[config.mk]
export PLATFORM = sky130hd
export DESIGN_NAME = smart_producer_mc
export DESIGN_NICKNAME = d
export VERILOG_FILES = /design/src/rtl/smart_producer_pkg.sv /design/src/rtl/smart_producer_ch.sv /design/src/rtl/smart_producer_mc.sv
export SDC_FILE = /design/constraint.sdc
export NUM_CORES = 1
export LEC_CHECK = 0
export CAP_MARGIN = 20
export CORE_UTILIZATION = 35
export DETAILED_ROUTE_END_ITERATION = 12
export PLACE_DENSITY = 0.6
export SYNTH_ARGS = -nofsm -noshare
export SYNTH_HDL_FRONTEND = slang
export SYNTH_SLANG_ARGS = --single-unit
export TNS_END_PERCENT = 1
[constraint.sdc]
create_clock -name clk_i -period 2.7 [get_ports clk_i]
set_input_delay 0.54 -clock clk_i [delete_from_list [all_inputs] [get_ports clk_i]]
set_output_delay 0.54 -clock clk_i [all_outputs]
set_load 0.01 [all_outputs]
[src/rtl/smart_producer_pkg.sv]
// rtl/smart_producer_pkg.sv - shared types, constants and LFSR step for the smart producer
package smart_producer_pkg;

  typedef enum logic [1:0] {
    MODE_CNT  = 2'd0,
    MODE_LFSR = 2'd1,
    MODE_WALK = 2'd2,
    MODE_ALT  = 2'd3
  } mode_e;

  typedef enum logic [1:0] {
    ST_IDLE = 2'd0,
    ST_HDR  = 2'd1,
    ST_DATA = 2'd2,
    ST_WAIT = 2'd3
  } state_e;

  localparam logic [3:0]  HDR_TAG        = 4'hA;
  // x^32 + x^22 + x^2 + x + 1, feedback taps below the x^32 term
  localparam logic [31:0] LFSR_POLY      = 32'h0040_0007;
  localparam logic [31:0] LFSR_SEED_BASE = 32'h0000_0001;
  localparam logic [31:0] ALT_EVEN       = 32'hAAAA_AAAA;
  localparam logic [31:0] ALT_ODD        = 32'h5555_5555;

  // One left-shifting Galois step: the bit leaving the top folds back through the taps.
  function automatic logic [31:0] lfsr_next(input logic [31:0] s);
    return {s[30:0], 1'b0} ^ (s[31] ? LFSR_POLY : 32'h0000_0000);
  endfunction

endpackage

[src/rtl/smart_producer_ch.sv]
// rtl/smart_producer_ch.sv - one producer channel: framing FSM, sequence, counter, LFSR, pattern mux
module smart_producer_ch
  import smart_producer_pkg::*;
#(
  parameter int CH_ID = 0,
  parameter int DW    = 32,
  parameter int LW    = 10
) (
  input  logic          clk_i,
  input  logic          rstn_i,
  input  logic          en_i,
  input  logic [1:0]    mode_i,
  input  logic [LW-1:0] pkt_len_i,
  input  logic          done_i,
  input  logic          fifo_epty_i,
  input  logic          fifo_full_i,
  input  logic          fifo_almst_full_i,
  output logic          fifo_wr_o,
  output logic [DW-1:0] dt_o,
  output logic          err_o,
  output logic          busy_o
);

  localparam int            SW       = DW - 8;
  localparam int            BW       = 5;
  localparam logic [3:0]    CH_TAG   = 4'(CH_ID);
  localparam logic [LW-1:0] LEN_ONE  = LW'(1);
  localparam logic [BW-1:0] BIT_LAST = BW'(DW - 1);
  localparam logic [31:0]   SEED     = LFSR_SEED_BASE + 32'(CH_ID);

  state_e        state_q, state_d;
  mode_e         mode_q, mode_d;
  logic [LW-1:0] len_q, len_d;
  logic [LW-1:0] idx_q, idx_d;
  logic [BW-1:0] bit_q, bit_d;
  logic [SW-1:0] seq_q, seq_d;
  logic [DW-1:0] cnt_q, cnt_d;
  logic [31:0]   lfsr_q, lfsr_d;
  logic [DW-1:0] dt_q, dt_d;
  logic          wr_q, wr_d;
  logic          err_q, err_d;
  logic          stall;
  logic [DW-1:0] pattern;

  assign stall     = fifo_almst_full_i | fifo_full_i;
  assign fifo_wr_o = wr_q;
  assign dt_o      = dt_q;
  assign err_o     = err_q;
  assign busy_o    = (state_q != ST_IDLE);

  // Payload word for the current index in the mode latched at packet start.
  always_comb begin
    pattern = '0;
    case (mode_q)
      MODE_CNT:  pattern = cnt_q;
      MODE_LFSR: pattern = lfsr_q[DW-1:0];
      MODE_WALK: pattern = {{(DW-1){1'b0}}, 1'b1} << bit_q;
      MODE_ALT:  pattern = idx_q[0] ? ALT_ODD[DW-1:0] : ALT_EVEN[DW-1:0];
      default:   pattern = '0;
    endcase
  end

  // Next-state, write strobe and data; a stalled cycle changes nothing but the error flag.
  always_comb begin
    state_d = state_q;
    mode_d  = mode_q;
    len_d   = len_q;
    idx_d   = idx_q;
    bit_d   = bit_q;
    seq_d   = seq_q;
    cnt_d   = cnt_q;
    lfsr_d  = lfsr_q;
    dt_d    = dt_q;
    wr_d    = 1'b0;
    err_d   = err_q | (wr_q & fifo_full_i);
    case (state_q)
      ST_IDLE: begin
        if (en_i && fifo_epty_i) begin
          state_d = ST_HDR;
          mode_d  = mode_e'(mode_i);
          len_d   = (pkt_len_i == '0) ? LEN_ONE : pkt_len_i;
          idx_d   = '0;
          bit_d   = '0;
        end
      end
      ST_HDR: begin
        if (!stall) begin
          wr_d    = 1'b1;
          dt_d    = {HDR_TAG, CH_TAG, seq_q};
          seq_d   = seq_q + SW'(1);
          state_d = ST_DATA;
        end
      end
      ST_DATA: begin
        if (!stall) begin
          wr_d  = 1'b1;
          dt_d  = pattern;
          idx_d = idx_q + LEN_ONE;
          bit_d = (bit_q == BIT_LAST) ? '0 : bit_q + BW'(1);
          if (mode_q == MODE_CNT)  cnt_d  = cnt_q + DW'(1);
          if (mode_q == MODE_LFSR) lfsr_d = lfsr_next(lfsr_q);
          if (idx_q == len_q - LEN_ONE) state_d = ST_WAIT;
        end
      end
      ST_WAIT: begin
        if (done_i) state_d = ST_IDLE;
      end
      default: state_d = ST_IDLE;
    endcase
  end

  // Channel registers; reset aborts any packet in flight.
  always_ff @(posedge clk_i or negedge rstn_i) begin
    if (!rstn_i) begin
      state_q <= ST_IDLE;
      mode_q  <= MODE_CNT;
      len_q   <= LEN_ONE;
      idx_q   <= '0;
      bit_q   <= '0;
      seq_q   <= '0;
      cnt_q   <= '0;
      lfsr_q  <= SEED;
      dt_q    <= '0;
      wr_q    <= 1'b0;
      err_q   <= 1'b0;
    end else begin
      state_q <= state_d;
      mode_q  <= mode_d;
      len_q   <= len_d;
      idx_q   <= idx_d;
      bit_q   <= bit_d;
      seq_q   <= seq_d;
      cnt_q   <= cnt_d;
      lfsr_q  <= lfsr_d;
      dt_q    <= dt_d;
      wr_q    <= wr_d;
      err_q   <= err_d;
    end
  end

endmodule

[src/rtl/smart_producer_mc.sv]
// rtl/smart_producer_mc.sv - NCH independent framed-packet producers sharing one clock
module smart_producer_mc
  import smart_producer_pkg::*;
#(
  parameter int NCH = 2,
  parameter int DW  = 32,
  parameter int LW  = 10
) (
  input  logic              clk_i,
  input  logic              rstn_i,
  input  logic [NCH-1:0]    en_i,
  input  logic [1:0]        mode_i,
  input  logic [LW-1:0]     pkt_len_i,
  input  logic [NCH-1:0]    done_i,
  input  logic [NCH-1:0]    fifo_epty_i,
  input  logic [NCH-1:0]    fifo_full_i,
  input  logic [NCH-1:0]    fifo_almst_full_i,
  output logic [NCH-1:0]    fifo_wr_o,
  output logic [NCH*DW-1:0] dt_o,
  output logic [NCH-1:0]    err_o,
  output logic [NCH-1:0]    busy_o
);

  for (genvar c = 0; c < NCH; c++) begin : g_ch
    smart_producer_ch #(
      .CH_ID(c),
      .DW   (DW),
      .LW   (LW)
    ) u_ch (
      .clk_i            (clk_i),
      .rstn_i           (rstn_i),
      .en_i             (en_i[c]),
      .mode_i           (mode_i),
      .pkt_len_i        (pkt_len_i),
      .done_i           (done_i[c]),
      .fifo_epty_i      (fifo_epty_i[c]),
      .fifo_full_i      (fifo_full_i[c]),
      .fifo_almst_full_i(fifo_almst_full_i[c]),
      .fifo_wr_o        (fifo_wr_o[c]),
      .dt_o             (dt_o[c*DW +: DW]),
      .err_o            (err_o[c]),
      .busy_o           (busy_o[c])
    );
  end

endmodule

After elaboration in Yosys (flattened, before gate mapping)
Index checks and enable logic that the tools add are counted.

operators by class
  add/sub/neg operators = 10
  eq/ne operators = 26
  reductions and logical operators = 29
  mux-type cells = 43
  bitwise gates (word level) = 10
  shifts and indexed selects = 2

operators with widths
  cell                   number
  $pmux 32 s4            2
  $mux 32                6
  $pmux 32 s2            2
  $add 32x1->32 const B  2
  $shl 1x5->32 const A   2
  $xor 32x32->32         2
  $mux 10                5
  $add 24x1->24 const B  2
  $mux 23                2
  $pmux 10 s2            2
  $mux 5                 6
  $reduce_and 3->1       8
  $add 10x1->10 const B  2
  $eq 10x10->1           2
  $mux 2                 10
  $pmux 5 s2             2
  $sub 10x1->10 const B  2
  $eq 2x2->1 const B     8
  $pmux 2 s4             2
  $ne 2x2->1 const B     6
  $reduce_bool 2->1      6
  $add 5x1->5 const B    2
  $eq 5x5->1 const B     2
  $logic_not 10->1       1
  11 further kinds       34

word-level totals
  output and inout port bits = 70
  input bits = 24
  register bits = 302
  word-level logic and storage cells = 142

Logic depth before layout (Yosys ltp)
Gate-level depths: netlist of run 1.

  word-level depth = 5
  depth in mapped cells = 9
  gate-level depth less buffers = 8

Cells and area by module
From an unflattened synthesis of run 1, not the netlist that was laid out.

unflattened totals
  cells, all modules = 1,435
  area, all modules = 14,911.8 sq um

by module, submodules not included
  module                             seq. area each (sq um)  instances  area each (sq um)  cells an instance
  smart_producer_ch at g_ch[1].u_ch  3,781.1                 1          7,512.2            726
  smart_producer_ch at g_ch[0].u_ch  3,781.1                 1          7,399.6            709

Least setup slack after synthesis of run 1
No wires, ideal clock.

  path kind = register -> register
  from = register g_ch[1].u_ch.state_q[0]
  to = register g_ch[1].u_ch.cnt_q[31]
  arrival = 2.126 ns
  required time = 2.577 ns
  library setup time = 0.123 ns
  setup slack = 0.451 ns
  cell stages (with the launch flop) = 9
  clock period less this slack = 2.249 ns
  buffers on the path = 0
  cell sequence = dfrtp_1 -> inv_1 -> ha_1 -> nor3b_4 -> nand3_4 -> nor4_4 -> nand4_1 -> or3_1 -> xnor2_1

between the ends
  longest elaborated chain between the ends = 2

RTL lines
  item                               RTL line                  source
  start, declared                    smart_producer_ch.sv:31   state_e state_q, state_d;
  start signal, assigned             smart_producer_ch.sv:127  state_q <= state_d;
  $eq 2x2->1                         smart_producer_ch.sv:76   case (state_q)
  $reduce_and 3->1 (no source line)  n/a
  end signal, assigned               smart_producer_ch.sv:133  cnt_q <= cnt_d;
  end, declared                      smart_producer_ch.sv:37   logic [DW-1:0] cnt_q, cnt_d;

Every way passes these cells.
A chain may end at the register's enable or synchronous reset.

Final worst setup path of run 1
  from = register g_ch[1].u_ch.state_q[0]
  to = output busy_o[1]

between the ends
  longest elaborated chain between the ends = 1

RTL lines
  item               RTL line                 source
  $reduce_bool 2->1  smart_producer_ch.sv:49  assign busy_o = (state_q != ST_IDLE);
  end, declared      smart_producer_mc.sv:21  output logic [NCH-1:0] busy_o

Every way passes these cells.

==> flow_metrics.py, run 1 <==
metrics = {
    "run_status": {
        "outcome": "completed",
    },
    "floorplan": {
        "dieWidth_um": 210,
        "start_util": 0.357,
        "die-area_sq_mm": 0.0440,
        "core-area_sq_mm": 0.0423,
        "die_h_um": 210,
        "ios": 94,
        "num_rows": 75,
    },
    "yosys": {
        "synthArstFlopShare": 1.00,
        "netlist_instances": 1469,
        "synth.avg_cell_area_sq_um": 10.3,
        "synth-edff-count": 0,
        "ys_ff_latch": 302,
        "syn_area_sq_mm": 0.0151,
        "synth_warnings": 0,
        "ys_types": 73,
        "seq_area_frac_synth": 0.500,
        "synth_flop_cell": "dfrtp_1",
        "postSynthNetCount": 1523,
    },
    "layout": {
        "antenna_cells": 0,
        "drive_gt1_frac": 0.144,
        "seqCellArea_sq_mm": 0.00756,
        "final_nets": 1643,
        "num-fill-cells": 4034,
        "stdcell_count": 2190,
        "area_delta_synth_final_pct": 20.2,
        "multi_input_area_sq_mm": 0.00713,
    },
    "clock_tree": {
        "cts_buffer_depth": 3,
        "htree_levels": 2,
        "cts_tree": "built",
        "cts.sinks": 302,
        "cts_buffers": 34,
        "cts_setup_buffers": 0,
        "cts_root_buf": "clkbuf_16",
        "clk_pin_slew_ns": 0.06,
        "postCtsHoldBufs": 1,
        "clk-insertion-delay-late_ns": 0.53,
        "cts_resized": 0,
    },
    "timing": {
        "worstMarginPinSlew_ns": 0.818,
        "fin_skew_ns": 0.0143,
        "period_minus_slack_ns": 2.54,
        "slew_viol_final": 0,
        "fmax_mhz": 393,
        "finalSetupTns_ns": 0,
        "maxSlewHeadroom": 0.450,
        "finalHoldViolCount": 0,
        "min_period_over_period": 0.941,
        "timing.hold.ws_ns": 0.468,
        "setup_viol": 0,
        "rsz0062_at_grt": "false",
    },
    "placement": {
        "hpwl_um": 27000,
        "place_congestion": 0.843,
        "io_buffers": 93,
        "numPlacedInstances": 2129,
    },
    "job": {
        "drv_cap": 0,
    },
    "worst_setup_path": {
        "path_buf_inv": 4,
        "cp.depth": 5,
        "required_ns": 2.16,
        "path_common_cell": "inv_1",
        "path_class": "flop to primary output",
        "reg2reg_depth": 8,
        "rr_endpoint": "g_ch[0].u_ch.state_q[1]",
        "slowest_stage": "clkdlybuf4s50_1",
        "crit_arrival_ns": 2.00,
        "crit_chain": "inv_1 -> ha_1 -> buf_4 -> inv_1 -> clkdlybuf4s50_1",
        "regToRegSetupSlack_ns": 0.30,
        "path_max_fanout": 4,
        "worst_path_dominant_cell_family": "buffers and inverters",
        "reg2reg_from": "g_ch[0].u_ch.len_q[1]",
        "cp-end-kind": "primary output",
        "start_kind": "flop",
        "crit_path_max_incr_delay_ns": 0.52,
    },
    "global_routing": {
        "grt_pass1_vias": 11700,
        "overflow": 0,
        "grt_use_total": 0.178,
        "grt_max_degree": 68,
        "antenna_found_initial": 0,
        "grt_pass1_wl_um": 63100,
    },
    "power_and_ir_drop": {
        "seqPwrFrac": 0.395,
        "pwr-share-comb": 0.280,
        "p_total_mw": 14.2,
        "leakagePower_nw": 8.12,
        "peakVddDrop_uv": 585,
        "powerDensity_mw_per_mm2": 784,
        "power.share.clock": 0.324,
        "switching_share": 0.336,
        "p_int_mw": 9.45,
        "p_switching_mw": 4.79,
    },
    "min_path": {
        "holdPathEnd": "g_ch[1].u_ch.err_o",
        "hp-class": "flop to flop",
        "min_path_cells": 1,
        "hold_path_startpoint": "g_ch[1].u_ch.err_o",
    },
    "drt": {
        "viasPerCell": 5.21,
        "drt_iter0_markers": 767,
        "drtAntennaViolNets": 0,
        "first_pass_iters": 6,
        "routed_wl_um": 37900,
        "remaining_drc_errors": 0,
        "vias": 11400,
        "wl_per_cell_um": 17.3,
    },
}
==> area by class of cell <==
class	instances	area share
Timing Repair Buffer	159	0.0844
Clock inverter	13	0.00730
Multi-Input combinational cell	1059	0.392
Sequential cell	302	0.416
Inverter	33	0.00682
Clock buffer	47	0.0534
Tap cell	577	0.0397
==> worst max-delay path by stage <==
stage | start | to | slack (ns)
floorplan | g_ch[1].u_ch.state_q[0] | g_ch[1].u_ch.cnt_q[31] | 0.45
global placement | fifo_full_i[0] | g_ch[0].u_ch.seq_q[23] | 0.04
detailed placement | fifo_full_i[0] | g_ch[0].u_ch.seq_q[23] | 0.002
CTS | g_ch[1].u_ch.state_q[0] | busy_o[1] | 0.09
global route | g_ch[1].u_ch.state_q[0] | busy_o[1] | 0.04
finish | g_ch[1].u_ch.state_q[0] | busy_o[1] | 0.16
==> cell usage after synthesis (3+ instances only) <==
cell / instances / area share
o221ai_1: 4 / 0.0023
mux2i_1: 26 / 0.017
nand3_1: 62 / 0.021
xor2_1: 48 / 0.028
or4_1: 3 / 0.0015
nand2b_1: 4 / 0.0017
nand3b_1: 3 / 0.0015
clkbuf_1: 54 / 0.013
and2_1: 13 / 0.0054
a21oi_1: 58 / 0.019
a21o_1: 7 / 0.0035
a221oi_1: 48 / 0.028
nor4_1: 5 / 0.0021
dfrtp_1: 298 / 0.49
nand4_1: 31 / 0.013
inv_1: 33 / 0.0082
buf_2: 8 / 0.0026
nor2b_1: 14 / 0.0058
xnor2_1: 99 / 0.057
a31oi_1: 7 / 0.0029
buf_1: 4 / 0.00099
dfstp_2: 4 / 0.0069
o21ai_0: 113 / 0.037
or3_1: 8 / 0.0033
buf_4: 7 / 0.0035
nor3_1: 14 / 0.0046
or2_2: 7 / 0.0029
nand2_1: 137 / 0.034
a221o_1: 3 / 0.0020
ha_1: 30 / 0.025
and4_1: 12 / 0.0069
mux2_2: 86 / 0.064
and3_1: 25 / 0.010
o22ai_1: 8 / 0.0033
nor4b_1: 3 / 0.0017
o21ai_1: 3 / 0.00099
o21a_1: 5 / 0.0025
nor2_1: 128 / 0.032
==> layout by cell type, fill, tap and decap left out, types with 57 or more instances in the layout <==
master           instances
xnor2_1                 99
dfrtp_1                298
clkdlybuf4s50_1         92
nand2_1                137
a21oi_1                 58
nand3_1                 62
o21ai_0                113
buf_4                   57
mux2_2                  86
nor2_1                 128
==> kinds of logic (layout without fill, tap and decap cells) <==
group	Yosys count	count (layout)	share of synthesized area
DFF	302	302	0.500
xor gates and xnor gates	147	147	0.0851
buffers and inverters	108	252	0.0294
muxes	112	112	0.0812
and+or+nand+nor	488	488	0.161
AOI/OAI and AO/OA	282	282	0.118
adders and majority gates	30	30	0.0248
==> state kept, by name, summed over array words and instances, names as in the netlist <==
name	cells
g_ch.u_ch.mode_q	4
g_ch.u_ch.err_o	2
g_ch.u_ch.state_q	4
g_ch.u_ch.bit_q	10
g_ch.u_ch.seq_q	48
g_ch.u_ch.fifo_wr_o	2
g_ch.u_ch.dt_o	64
g_ch.u_ch.lfsr_q	64
g_ch.u_ch.cnt_q	64
g_ch.u_ch.len_q	20
g_ch.u_ch.idx_q	20
==> per-stage QoR <==
stage	util	setup slack, ns	cell area, sq um
6_report	0.429	0.158	18200
5_1_grt	0.429	0.0450	18200
4_1_cts	0.429	0.0938	18200
3_5_place_dp	0.403	0.00209	17100
3_3_place_gp	0.403	0.0365	17100
2_1_floorplan	-	0.451	15100
==> power by group through the flow <==
stage | sequential (mW) | combinational, mW | clock (mW)
after floorplan | 5.56 | 2.48 | 0
after global placement | 5.69 | 4.00 | 0
after detailed placement | 5.71 | 4.02 | 0
after CTS | 5.63 | 4.04 | 4.76
after global routing | 5.72 | 4.46 | 4.93
final | 5.63 | 3.99 | 4.62
==> per-layer routing <==
| layer | vias to the layer above | global-route usage | share of wire |
|---|---|---|---|
| li1 | 5434 | - | - |
| met1 | 5646 | 0.237 | 0.45 |
| met2 | 249 | 0.297 | 0.48 |
| met3 | 71 | 0.0238 | 0.038 |
| met4 | 0 | 0.0609 | 0.028 |
| met5 | - | 0 | 0 |
Note: power is estimated with default switching activity, not from simulation.
==> inputs of run 2 (changes only) <==
CAP_MARGIN = unset   (was 20)
PLACE_DENSITY = unset   (was 0.6)
PLACE_DENSITY_LB_ADDON = 0.25   (was unset)
==> run 2 against run 1 <==
Against the previous run: via count about the same; highest routed layer unchanged; fmax rose by 2.2%; clock skew grew 0.012 ns; cell area increased by 0.23%; sequential power fell by 0.9%.
==> flow_metrics.py, run 2 (same netlist as run 1, synthesis figures left out) <==
metrics = {
    "drt": {
        "first_pass_iters": 5,
        "routed_wl_um": 38200,
        "wl_per_cell_um": 17.4,
        "vias": 11400,
        "viasPerCell": 5.19,
        "remaining_drc_errors": 0,
        "drt_iter0_markers": 686,
        "drtAntennaViolNets": 0,
    },
    "clock_tree": {
        "cts_buffer_depth": 3,
        "cts_resized": 0,
        "clk-insertion-delay-late_ns": 0.55,
        "postCtsHoldBufs": 1,
        "cts_root_buf": "clkbuf_16",
        "cts_buffers": 36,
        "cts.sinks": 302,
        "clk_pin_slew_ns": 0.06,
        "htree_levels": 2,
        "cts_tree": "built",
        "cts_setup_buffers": 0,
    },
    "floorplan": {
        "die_h_um": 210,
        "start_util": 0.357,
        "num_rows": 75,
        "dieWidth_um": 210,
        "die-area_sq_mm": 0.0440,
        "core-area_sq_mm": 0.0423,
        "ios": 94,
    },
    "placement": {
        "place_ws_ns": 0.0379,
        "place_congestion": 0.824,
        "dpl_cell_area_sq_mm": 0.0171,
        "numPlacedInstances": 2133,
        "hpwl_um": 27100,
        "io_buffers": 93,
    },
    "worst_setup_path": {
        "slowest_stage": "clkdlybuf4s50_1",
        "path_class": "flop to primary output",
        "crit_chain": "inv_1 -> ha_1 -> inv_1 -> clkdlybuf4s50_1",
        "start_kind": "flop",
        "path_common_cell": "inv_1",
        "required_ns": 2.16,
        "path_max_fanout": 8,
        "crit_arrival_ns": 1.95,
        "cp-end-kind": "primary output",
        "crit_path_max_incr_delay_ns": 0.53,
    },
    "global_routing": {
        "grt_pass1_wl_um": 62900,
        "grt_pass1_vias": 11600,
        "grt_max_degree": 67,
        "grt_use_total": 0.178,
        "antenna_found_initial": 0,
        "overflow": 0,
    },
    "power_and_ir_drop": {
        "leakagePower_nw": 8.15,
        "p_total_mw": 14.3,
        "powerDensity_mw_per_mm2": 786,
        "peakVddDrop_uv": 515,
    },
    "layout": {
        "final_nets": 1649,
        "drive_gt1_frac": 0.147,
        "fin_area_sq_mm": 0.0182,
        "final_common_cell": "dfrtp_1",
        "area_delta_synth_final_pct": 20.5,
        "num-fill-cells": 4107,
        "stdcell_count": 2197,
        "final_cell_mix": "dfrtp_1 (298), nand2_1 (137), nor2_1 (128), o21ai_0 (113), xnor2_1 (99)",
        "antenna_cells": 0,
    },
    "min_path": {
        "hp-class": "flop to flop",
    },
    "timing": {
        "rsz0062_at_grt": "false",
        "finalSetupTns_ns": 0,
        "worst_slack_ns": 0.213,
        "worstMarginPinSlew_ns": 0.680,
        "slew_viol_final": 0,
        "fin_skew_ns": 0.0264,
        "fmax_mhz": 402,
        "min_period_over_period": 0.921,
        "setup_viol": 0,
        "period_minus_slack_ns": 2.49,
        "maxSlewHeadroom": 0.543,
        "finalHoldViolCount": 0,
    },
    "run_status": {
        "outcome": "completed",
    },
    "job": {
        "drv_cap": 0,
    },
}
run 2: cell count changes in the layout (fill, tap and decap cells not counted):
cell and change:
clkbuf_1 +1, buf_4 +6, clkinv_8 +3, buf_12 -2
clkbuf_8 +4, bufinv_16 -2, clkbuf_16 +1, inv_6 -4
run 2: final cells by class:
cell class	instances	area [sq um]	share of cell area
multi-input cells	1059	7130	0.391
clock inverters	10	86.3	0.00474
flip-flops and latches	302	7560	0.415
inverters	33	124	0.00680
well taps	577	722	0.0396
clock buffers	53	1050	0.0579
repair buffers	163	1540	0.0845
run 2: stage by stage:
stage | hold WS (ns) | util
floorplan | 0.244 | -
global placement | 0.441 | 0.403
detailed placement | 0.455 | 0.403
CTS | 0.468 | 0.430
global route | 0.486 | 0.430
finish | 0.466 | 0.430
run 2: power by group:
group / switching, mW / internal (mW) / total (mW)
Combinational: 2.36 / 1.70 / 4.06
Clock: 1.96 / 2.72 / 4.68
Sequential: 0.555 / 5.03 / 5.58
Total: 4.87 / 9.45 / 14.3
run 2: metal layers:
metal	wire, um	GRT usage	part of all wire	vias up
met5	0	0	0	-
met4	826	0.0529	0.022	0
met3	1390	0.0221	0.036	64
met2	18500	0.299	0.48	232
met1	17500	0.241	0.46	5646
li1	-	-	-	5464
run 2: final timing paths:
path | from | end | slack, ns | depth (start not counted)
min in group asynchronous | rstn_i | g_ch[1].u_ch.len_q[6] | 0.56 | 2
worst min register to register | g_ch[1].u_ch.err_o | g_ch[1].u_ch.err_o | 0.47 | 1
worst max register to register | g_ch[0].u_ch.len_q[1] | g_ch[0].u_ch.state_q[1] | 0.25 | 8
worst min-delay path | g_ch[1].u_ch.err_o | g_ch[1].u_ch.err_o | 0.47 | 1
max in group asynchronous | rstn_i | g_ch[0].u_ch.dt_o[4] | 1.33 | 3
worst max-delay path | g_ch[0].u_ch.state_q[0] | busy_o[0] | 0.21 | 4
run 2: critical path, delay by kind of cell, from the launching register on:
family / cells / cell delay (ns)
adders and majority gates: 1 / 0.32
buffers and inverters: 3 / 0.70
DFF: 1 / 0.40
==> inputs of run 3 (changes only) <==
PLACE_DENSITY_LB_ADDON = 0.2   (was 0.25)
==> run 3 against run 2 <==
Against the previous run: worst hold slack lost 0.0030 ns; largest power group unchanged; clock-buffer cell count grew 3; critical endpoint unchanged; clock power grew 6.8%; wire length grew 1.8%; register-to-register slack is essentially flat; largest cell class unchanged.
==> flow_metrics.py, run 3 (same netlist as run 1, synthesis figures left out) <==
metrics = {
    "layout": {
        "final_cell_mix": "dfrtp_1 (298), nand2_1 (137), nor2_1 (128), o21ai_0 (113), xnor2_1 (99)",
        "area_delta_synth_final_pct": 21.1,
        "final_common_cell": "dfrtp_1",
        "drive_gt1_frac": 0.148,
        "fin_area_sq_mm": 0.0183,
        "final_nets": 1652,
        "final_util": 0.433,
        "antenna_cells": 0,
        "stdcell_count": 2202,
    },
    "drt": {
        "first_pass_iters": 5,
        "wl_per_cell_um": 17.7,
        "drtAntennaViolNets": 0,
        "vias": 11500,
        "viasPerCell": 5.21,
        "remaining_drc_errors": 0,
        "drt_iter0_markers": 765,
        "routed_wl_um": 38900,
    },
    "clock_tree": {
        "cts_root_buf": "clkbuf_16",
        "htree_levels": 2,
        "cts.sinks": 302,
        "cts_buffers": 37,
        "clk-insertion-delay-late_ns": 0.55,
        "cts_setup_buffers": 0,
        "cts_resized": 0,
        "cts_buffer_depth": 3,
        "postCtsHoldBufs": 1,
        "cts_tree": "built",
        "clk_pin_slew_ns": 0.06,
    },
    "power_and_ir_drop": {
        "leakagePower_nw": 8.20,
        "peakVddDrop_uv": 509,
        "powerDensity_mw_per_mm2": 798,
        "p_total_mw": 14.6,
    },
    "placement": {
        "place_congestion": 0.840,
        "numPlacedInstances": 2135,
        "dpl_cell_area_sq_mm": 0.0171,
        "hpwl_um": 27600,
        "io_buffers": 93,
        "place_ws_ns": -0.0173,
    },
    "floorplan": {
        "core-area_sq_mm": 0.0423,
        "dieWidth_um": 210,
        "ios": 94,
        "num_rows": 75,
        "start_util": 0.357,
        "die-area_sq_mm": 0.0440,
        "die_h_um": 210,
    },
    "timing": {
        "slew_viol_final": 0,
        "min_period_over_period": 0.924,
        "maxSlewHeadroom": 0.579,
        "finalHoldViolCount": 0,
        "setup_viol": 0,
        "rsz0062_at_grt": "false",
        "worst_slack_ns": 0.206,
        "timing.hold.ws_ns": 0.463,
        "worstMarginPinSlew_ns": 0.627,
        "period_minus_slack_ns": 2.49,
        "fin_skew_ns": 0.0202,
        "fmax_mhz": 401,
        "finalSetupTns_ns": 0,
    },
    "worst_setup_path": {
        "crit_arrival_ns": 1.95,
        "start_kind": "flop",
        "cp-end-kind": "primary output",
        "path_class": "flop to primary output",
        "reg2reg_depth": 8,
        "required_ns": 2.16,
        "path_max_fanout": 8,
    },
    "global_routing": {
        "grt_max_degree": 68,
        "grt_use_total": 0.182,
        "grt_pass1_vias": 11500,
        "grt_pass1_wl_um": 64000,
        "antenna_found_initial": 0,
        "overflow": 0,
    },
    "min_path": {
        "min_path_cells": 1,
        "hp-class": "flop to flop",
    },
    "run_status": {
        "outcome": "completed",
    },
    "job": {
        "drv_cap": 0,
    },
}
-- run 3: changes by cell type in the layout (fill, tap and decap cells not counted) --
cell	change
buf_4	+1
clkbuf_1	+2
buf_12	+1
inv_6	+1
clkinv_2	+1
clkbuf_8	-2
bufinv_16	+2
clkinv_8	-3
clkinvlp_4	-1
clkbuf_16	+3
-- run 3: cell type report --
class | instances | area (sq um)
Clock buffer | 56 | 1110
Clock inverter | 10 | 104
Fill cell | 4078 | 24000
Inverter | 33 | 124
Multi-Input combinational cell | 1059 | 7130
Sequential cell | 302 | 7560
Tap cell | 577 | 722
Timing Repair Buffer | 165 | 1570
-- run 3: power by group --
part | switching, mW | internal, mW | leakage, nW
Clock | 1.98 | 3.03 | 0.603
Sequential | 0.602 | 5.03 | 4.06
Combinational | 2.29 | 1.69 | 3.54
Total | 4.87 | 9.74 | 8.20
-- run 3: per-layer routing --
layer	vias to the layer above	part of all wire	GRT usage
met5	-	0	0
met4	0	0.028	0.0637
met3	71	0.032	0.0242
met2	217	0.47	0.294
met1	5730	0.47	0.251
li1	5465	-	-
-- run 3: worst paths after layout --
kind	startpoint	to	slack, ns
min in group asynchronous	rstn_i	g_ch[1].u_ch.len_q[7]	0.52
setup reg to reg	g_ch[0].u_ch.len_q[1]	g_ch[0].u_ch.state_q[1]	0.26
max in group asynchronous	rstn_i	g_ch[0].u_ch.seq_q[16]	1.46
setup / recovery	g_ch[0].u_ch.state_q[0]	busy_o[0]	0.21
hold / removal	g_ch[1].u_ch.err_o	g_ch[1].u_ch.err_o	0.46
hold reg to reg	g_ch[1].u_ch.err_o	g_ch[1].u_ch.err_o	0.46
-- run 3: critical path, stage by stage (launching register included) --
cell and delay [ns]:
dfrtp_1 0.40, inv_1 0.09, ha_1 0.31, inv_1 0.09
clkdlybuf4s50_1 0.53
